$ cat config.mk
export PLATFORM = sky130hd
export DESIGN_NAME = apb_master
export DESIGN_NICKNAME = d
export VERILOG_FILES = /design/src/rtl/apb_master.sv
export SDC_FILE = /design/constraint.sdc
export NUM_CORES = 1
export LEC_CHECK = 0
export CORE_ASPECT_RATIO = 0.5
export CORE_MARGIN = 5
export CORE_UTILIZATION = 40
export CTS_BUF_LIST = sky130_fd_sc_hd__clkbuf_16
export CTS_CLUSTER_SIZE = 16
export DETAILED_ROUTE_END_ITERATION = 7
export PLACE_DENSITY_LB_ADDON = 0.15
export SLEW_MARGIN = 20
export SYNTH_ARGS = -nofsm -noshare
export SYNTH_HDL_FRONTEND = slang
export SYNTH_SLANG_ARGS = --single-unit
$ cat constraint.sdc
create_clock -name PCLK -period 1.95 [get_ports PCLK]
set_input_delay 0.39 -clock PCLK [delete_from_list [all_inputs] [get_ports PCLK]]
set_output_delay 0.39 -clock PCLK [all_outputs]
set_load 0.005 [all_outputs]
$ cat src/rtl/apb_master.sv
// rtl/apb_master.sv - APB3 requester: single-outstanding command port to SETUP/ACCESS bus cycles.
// Define APB_TIMEOUT_EN to abort ACCESS after TIMEOUT_CYCLES wait states with rsp_err=1.
module apb_master #(
  parameter int ADDR_WIDTH     = 32,
  parameter int DATA_WIDTH     = 32,
  parameter int TIMEOUT_CYCLES = 16
) (
  input  logic                  PCLK,
  input  logic                  PRST,
  input  logic                  cmd_valid,
  output logic                  cmd_ready,
  input  logic                  cmd_write,
  input  logic [ADDR_WIDTH-1:0] cmd_addr,
  input  logic [DATA_WIDTH-1:0] cmd_wdata,
  output logic                  rsp_valid,
  output logic [DATA_WIDTH-1:0] rsp_rdata,
  output logic                  rsp_err,
  output logic                  PSELx,
  output logic                  PENABLE,
  output logic                  PWRITE,
  output logic [ADDR_WIDTH-1:0] PADDR,
  output logic [DATA_WIDTH-1:0] PWDATA,
  input  logic [DATA_WIDTH-1:0] PRDATA,
  input  logic                  PREADY,
  input  logic                  PSLVERR
);

  typedef enum logic [1:0] {IDLE, SETUP, ACCESS} state_e;

  if (TIMEOUT_CYCLES < 2 || TIMEOUT_CYCLES > 255) begin : g_bad_timeout
    $error("apb_master: TIMEOUT_CYCLES out of range 2..255");
  end

  state_e                  state_q, state_d;
  logic                    pwrite_q, pwrite_d;
  logic [ADDR_WIDTH-1:0]   paddr_q, paddr_d;
  logic [DATA_WIDTH-1:0]   pwdata_q, pwdata_d;
  logic                    rsp_valid_q, rsp_valid_d;
  logic                    rsp_err_q, rsp_err_d;
  logic [DATA_WIDTH-1:0]   rsp_rdata_q, rsp_rdata_d;
  logic                    accept;
  logic                    done;
  logic                    abort;

  assign accept = (state_q == IDLE) && cmd_valid;
  // PRDATA/PSLVERR are only looked at here, so bus junk outside completion never reaches rsp_*.
  assign done   = (state_q == ACCESS) && PREADY;

`ifdef APB_TIMEOUT_EN
  localparam logic [7:0] TMO_LAST = 8'(TIMEOUT_CYCLES - 1);
  logic [7:0] wait_cnt_q, wait_cnt_d;

  assign abort = (state_q == ACCESS) && !PREADY && (wait_cnt_q == TMO_LAST);

  always_comb begin
    wait_cnt_d = wait_cnt_q;
    if (state_q == SETUP)
      wait_cnt_d = 8'd0;
    else if ((state_q == ACCESS) && !PREADY)
      wait_cnt_d = wait_cnt_q + 8'd1;
  end

  always_ff @(posedge PCLK or negedge PRST) begin
    if (!PRST) wait_cnt_q <= 8'd0;
    else       wait_cnt_q <= wait_cnt_d;
  end
`else
  assign abort = 1'b0;
`endif

  always_ff @(posedge PCLK or negedge PRST) begin
    if (!PRST) begin
      state_q     <= IDLE;
      pwrite_q    <= 1'b0;
      paddr_q     <= '0;
      pwdata_q    <= '0;
      rsp_valid_q <= 1'b0;
      rsp_err_q   <= 1'b0;
      rsp_rdata_q <= '0;
    end else begin
      state_q     <= state_d;
      pwrite_q    <= pwrite_d;
      paddr_q     <= paddr_d;
      pwdata_q    <= pwdata_d;
      rsp_valid_q <= rsp_valid_d;
      rsp_err_q   <= rsp_err_d;
      rsp_rdata_q <= rsp_rdata_d;
    end
  end

  always_comb begin
    state_d     = state_q;
    pwrite_d    = pwrite_q;
    paddr_d     = paddr_q;
    pwdata_d    = pwdata_q;
    rsp_valid_d = done || abort;
    rsp_err_d   = rsp_err_q;
    rsp_rdata_d = rsp_rdata_q;
    case (state_q)
      IDLE: begin
        if (accept) begin
          state_d  = SETUP;
          pwrite_d = cmd_write;
          paddr_d  = cmd_addr & ~ADDR_WIDTH'(3);
          pwdata_d = cmd_wdata;
        end
      end
      SETUP:   state_d = ACCESS;
      ACCESS: begin
        if (done) begin
          state_d     = IDLE;
          rsp_err_d   = PSLVERR;
          rsp_rdata_d = pwrite_q ? '0 : PRDATA;
        end else if (abort) begin
          state_d     = IDLE;
          rsp_err_d   = 1'b1;
          rsp_rdata_d = '0;
        end
      end
      default: state_d = IDLE;
    endcase
  end

  always_comb begin
    cmd_ready = PRST && (state_q == IDLE);
    PSELx     = (state_q != IDLE);
    PENABLE   = (state_q == ACCESS);
    PWRITE    = pwrite_q;
    PADDR     = paddr_q;
    PWDATA    = pwdata_q;
    rsp_valid = rsp_valid_q;
    rsp_err   = rsp_err_q;
    rsp_rdata = rsp_rdata_q;
  end

endmodule

==> impl_metrics.prom <==
# TYPE chip_impl_metric gauge
chip_impl_metric{name="count_of_endpoints_failing_setup_in_the_final_report",unit=""} 0
chip_impl_info{name="synth.top_cells.by_area",value="sky130_fd_sc_hd__dfrtp_1, sky130_fd_sc_hd__mux2_2, sky130_fd_sc_hd__mux2_4, sky130_fd_sc_hd__nor2b_1, sky130_fd_sc_hd__buf_6"} 1
chip_impl_metric{name="asyncSetResetFlopFracSynth",unit=""} 1.00
chip_impl_metric{name="clock_pin_slew_of_the_registers_on_the_worst_case_setup_and_hold_paths",unit="ps"} 70
chip_impl_info{name="grt_most_used_layer",value="met2"} 1
chip_impl_info{name="worst-setup-path-type",value="register to output pin"} 1
chip_impl_metric{name="synth_area",unit="mm²"} 0.00410
chip_impl_metric{name="vias",unit=""} 2717
chip_impl_metric{name="post_dp_cell_area",unit="mm²"} 0.00623
chip_impl_metric{name="use_met3",unit=""} 0.0884
chip_impl_metric{name="grt.total_usage",unit=""} 0.170
chip_impl_metric{name="post-route-cell-area",unit="mm²"} 0.00653
chip_impl_metric{name="cts.sinks",unit=""} 99
chip_impl_metric{name="diodes",unit=""} 0
chip_impl_info{name="regToRegStartpoint",value="state_q[1]"} 1
chip_impl_metric{name="design.die.area",unit="mm²"} 0.0125
chip_impl_metric{name="hold_viol_final",unit=""} 0
chip_impl_metric{name="holdWs",unit="ps"} 145
chip_impl_metric{name="clk_latency",unit="ps"} 340
chip_impl_info{name="min_path_type",value="primary input to async pin"} 1
chip_impl_metric{name="via_count_of_the_first_global_routing_pass",unit=""} 3110
chip_impl_metric{name="yosys_warnings",unit=""} 0
chip_impl_metric{name="placementRows",unit=""} 26
chip_impl_metric{name="start_util",unit=""} 0.406
chip_impl_metric{name="vias_per_cell",unit=""} 4.51
chip_impl_info{name="synthMostInstantiatedCell",value="sky130_fd_sc_hd__dfrtp_1"} 1
chip_impl_metric{name="synth_top_area_share",unit=""} 0.604
chip_impl_metric{name="synth.distinct_cells",unit=""} 16
chip_impl_metric{name="first_pass_grt_wire_length",unit="µm"} 16500
chip_impl_metric{name="total_switching_power",unit="mW"} 2.64
chip_impl_metric{name="synth_enable_flop_cells",unit=""} 0
chip_impl_metric{name="detail-route-antenna-nets",unit=""} 0
chip_impl_metric{name="comb_power_share",unit=""} 0.456
chip_impl_metric{name="layout_area_growth_over_synthesis",unit="%"} 59.2
chip_impl_metric{name="dr.pass1.iters",unit=""} 3
chip_impl_metric{name="i_o_pins",unit=""} 204
chip_impl_metric{name="placeableCoreArea",unit="mm²"} 0.0101
chip_impl_metric{name="final_core_utilization",unit=""} 0.646
chip_impl_info{name="top_flip_flop_cell_by_instance_count_after_synthesis",value="sky130_fd_sc_hd__dfrtp_1"} 1
chip_impl_metric{name="regToRegSetupSlack",unit="ps"} 330
chip_impl_metric{name="globalRouteMet1Util",unit=""} 0.177
chip_impl_info{name="rsz0062_at_grt",value="no"} 1
chip_impl_metric{name="detail_route.wirelength",unit="µm"} 10500
chip_impl_metric{name="max_cap_violations",unit=""} 0
chip_impl_metric{name="fillers",unit=""} 757
chip_impl_info{name="cell_accounting_for_the_most_synthesized_area",value="sky130_fd_sc_hd__dfrtp_1"} 1
chip_impl_metric{name="gp_congestion",unit=""} 0.773
chip_impl_info{name="root_buffer",value="sky130_fd_sc_hd__clkbuf_16"} 1
chip_impl_metric{name="fin_crit",unit="ps"} 1870
chip_impl_metric{name="ys_seq_elements",unit=""} 99
chip_impl_metric{name="globalRouteOverflowTotal",unit=""} 0
chip_impl_metric{name="drc_errors",unit=""} 0
chip_impl_metric{name="clock_skew",unit="ps"} 8.38
chip_impl_metric{name="power.share.sequential",unit=""} 0.363
chip_impl_metric{name="drt-wirelength-per-cell",unit="µm"} 17.5
chip_impl_metric{name="timing_max_transition_violations_final",unit=""} 0
chip_impl_info{name="outcome",value="completed"} 1
chip_impl_metric{name="worst_ir_drop_vdd",unit="mV"} 0.749
chip_impl_metric{name="htree_num_levels",unit=""} 3
chip_impl_metric{name="grt_start_max_net_pins",unit=""} 100
chip_impl_metric{name="maxClockFrequency",unit="GHz"} 0.536
chip_impl_info{name="worstSetupStartpointType",value="register"} 1
chip_impl_metric{name="detailedPlacementHpwl",unit="µm"} 7890
chip_impl_metric{name="worst_case_headroom_to_the_max_slew_limit",unit=""} 0.658
chip_impl_metric{name="number_of_clock_buffers_inserted_by_tritoncts",unit=""} 9
chip_impl_metric{name="power_density",unit="mW/mm²"} 1480
chip_impl_metric{name="power_frac_clock",unit=""} 0.181
chip_impl_info{name="cts_tree",value="yes"} 1
chip_impl_metric{name="detail_route.iter0.violations",unit=""} 91
chip_impl_metric{name="grtUsageMet2",unit=""} 0.310
chip_impl_metric{name="worstPathArrival",unit="ps"} 1480
chip_impl_metric{name="timing.reg2reg.worst_path_depth",unit=""} 4
chip_impl_metric{name="synth-seq-area-share",unit=""} 0.604
chip_impl_metric{name="syn-instance-count",unit=""} 252
chip_impl_info{name="synth_top_cells_by_count",value="sky130_fd_sc_hd__dfrtp_1, sky130_fd_sc_hd__mux2_2, sky130_fd_sc_hd__mux2_4"} 1
chip_impl_metric{name="drive_above_1_share",unit=""} 0.275
chip_impl_info{name="crit_path_start",value="state_q[1]"} 1
chip_impl_metric{name="synth.avg_cell_area",unit="µm²"} 16.3
chip_impl_metric{name="final_nets",unit=""} 559
chip_impl_metric{name="report.power.total",unit="mW"} 9.69
chip_impl_metric{name="port_buffers",unit=""} 199
chip_impl_metric{name="die_width",unit="µm"} 153
chip_impl_metric{name="cell_internal_pwr",unit="mW"} 7.05
chip_impl_info{name="critical_path.endpoint_type",value="output pin"} 1
chip_impl_metric{name="dieHeight",unit="µm"} 81.6
chip_impl_metric{name="timing.critical_path.required",unit="ps"} 1560
chip_impl_metric{name="clk_path_buf_depth",unit=""} 2
chip_impl_metric{name="switching_portion_of_total_power",unit=""} 0.272
chip_impl_info{name="r2r_end",value="PADDR[31]"} 1
chip_impl_metric{name="critPathMaxFanout",unit=""} 2
chip_impl_metric{name="min_period_over_period",unit=""} 0.957
chip_impl_metric{name="worst_pin_slew",unit="ps"} 513
chip_impl_metric{name="postCtsHoldBufs",unit=""} 0
chip_impl_metric{name="grt_antenna_before_repair",unit=""} 0
chip_impl_metric{name="p_leak",unit="nW"} 2.76
## state kept, by name, summed over array words and instances, names as in the netlist
name,cells
rsp_valid,1
rsp_rdata,32
PWRITE,1
PWDATA,32
state_q,2
PADDR,30
rsp_err,1
## worst max-delay path: stages (launching register included)
cell and delay, ps:
sky130_fd_sc_hd__dfrtp_1 380, sky130_fd_sc_hd__or2_2 320, sky130_fd_sc_hd__clkdlybuf4s50_1 450
## power groups by stage
stage | sequential, mW | combinational, mW | clock (mW)
after floorplan | 3.61 | 1.80 | 0
after global placement | 3.50 | 4.33 | 0
after detailed placement | 3.57 | 4.46 | 0
after CTS | 3.54 | 4.51 | 1.80
after global routing | 3.65 | 4.73 | 1.88
final | 3.52 | 4.42 | 1.75
## worst max path at each step
| stage | endpoint | slack (ps) |
|---|---|---|
| 2_1_floorplan | PADDR[10] | 580 |
| 3_3_place_gp | PWRITE | 40 |
| 3_5_place_dp | PWDATA[22] | -0.01 |
| 4_1_cts | PSELx | 70 |
| 5_1_grt | PSELx | 40 |
| 6_report | PSELx | 80 |
## timing repair
| action | CTS | global route |
|---|---|---|
| gates resized for setup | 2 | 0 |
| setup buffers | 2 | 0 |
| setup endpoints to repair | 1 | 0 |
## placed cells by master (no fill, tap or decap)
cell	n
sky130_fd_sc_hd__conb_1	2
sky130_fd_sc_hd__clkinvlp_4	2
sky130_fd_sc_hd__or2_2	1
sky130_fd_sc_hd__clkbuf_16	9
sky130_fd_sc_hd__nor3b_2	1
sky130_fd_sc_hd__inv_6	1
sky130_fd_sc_hd__clkinv_2	2
sky130_fd_sc_hd__dfrtp_1	99
sky130_fd_sc_hd__and2b_1	5
sky130_fd_sc_hd__and2b_2	1
sky130_fd_sc_hd__clkdlybuf4s50_1	196
sky130_fd_sc_hd__nor2b_1	27
sky130_fd_sc_hd__and3b_2	1
sky130_fd_sc_hd__buf_4	6
sky130_fd_sc_hd__dlygate4sd2_1	2
sky130_fd_sc_hd__buf_12	5
sky130_fd_sc_hd__mux2_2	68
sky130_fd_sc_hd__nor2_1	2
sky130_fd_sc_hd__bufinv_16	1
sky130_fd_sc_hd__mux2_4	29
sky130_fd_sc_hd__inv_1	2
## stage by stage
| step | std cells | setup WS [ps] | setup TNS (ps) |
|---|---|---|---|
| after floorplan | 253 | 577 | 0 |
| final | 602 | 83.6 | 0 |
| after global placement | 584 | 37.4 | 0 |
| after global routing | 602 | 36.0 | 0 |
| after CTS | 602 | 69.2 | 0 |
| after detailed placement | 584 | -0.0107 | -0.0107 |
## final cells by class
type	count	area, µm²	share of cell area
inverter	1	3.75	0.000574
timing repair buffer	209	2120	0.325
clock inverter	7	67.6	0.0103
sequential	99	2480	0.379
clock buffer	9	225	0.0345
tap	140	175	0.0268
multi-input combinational	137	1460	0.223
## cell families (layout without fill, tap and decap cells)
family                 after synthesis  after routing  synth area share
DFF                                 99             99             0.604
buffers and inverters               17            226            0.0430
and+or+nand+nor                     38             38            0.0598
other                                1              2          0.000914
muxes                               97             97             0.293
## routing by layer
metal | share of wire | vias up
li1 | - | 1267
met3 | 0.10 | 6
met4 | 0.0090 | 0
met5 | 0 | -
met2 | 0.52 | 105
met1 | 0.37 | 1339
Note: power is estimated with default switching activity, not from simulation.
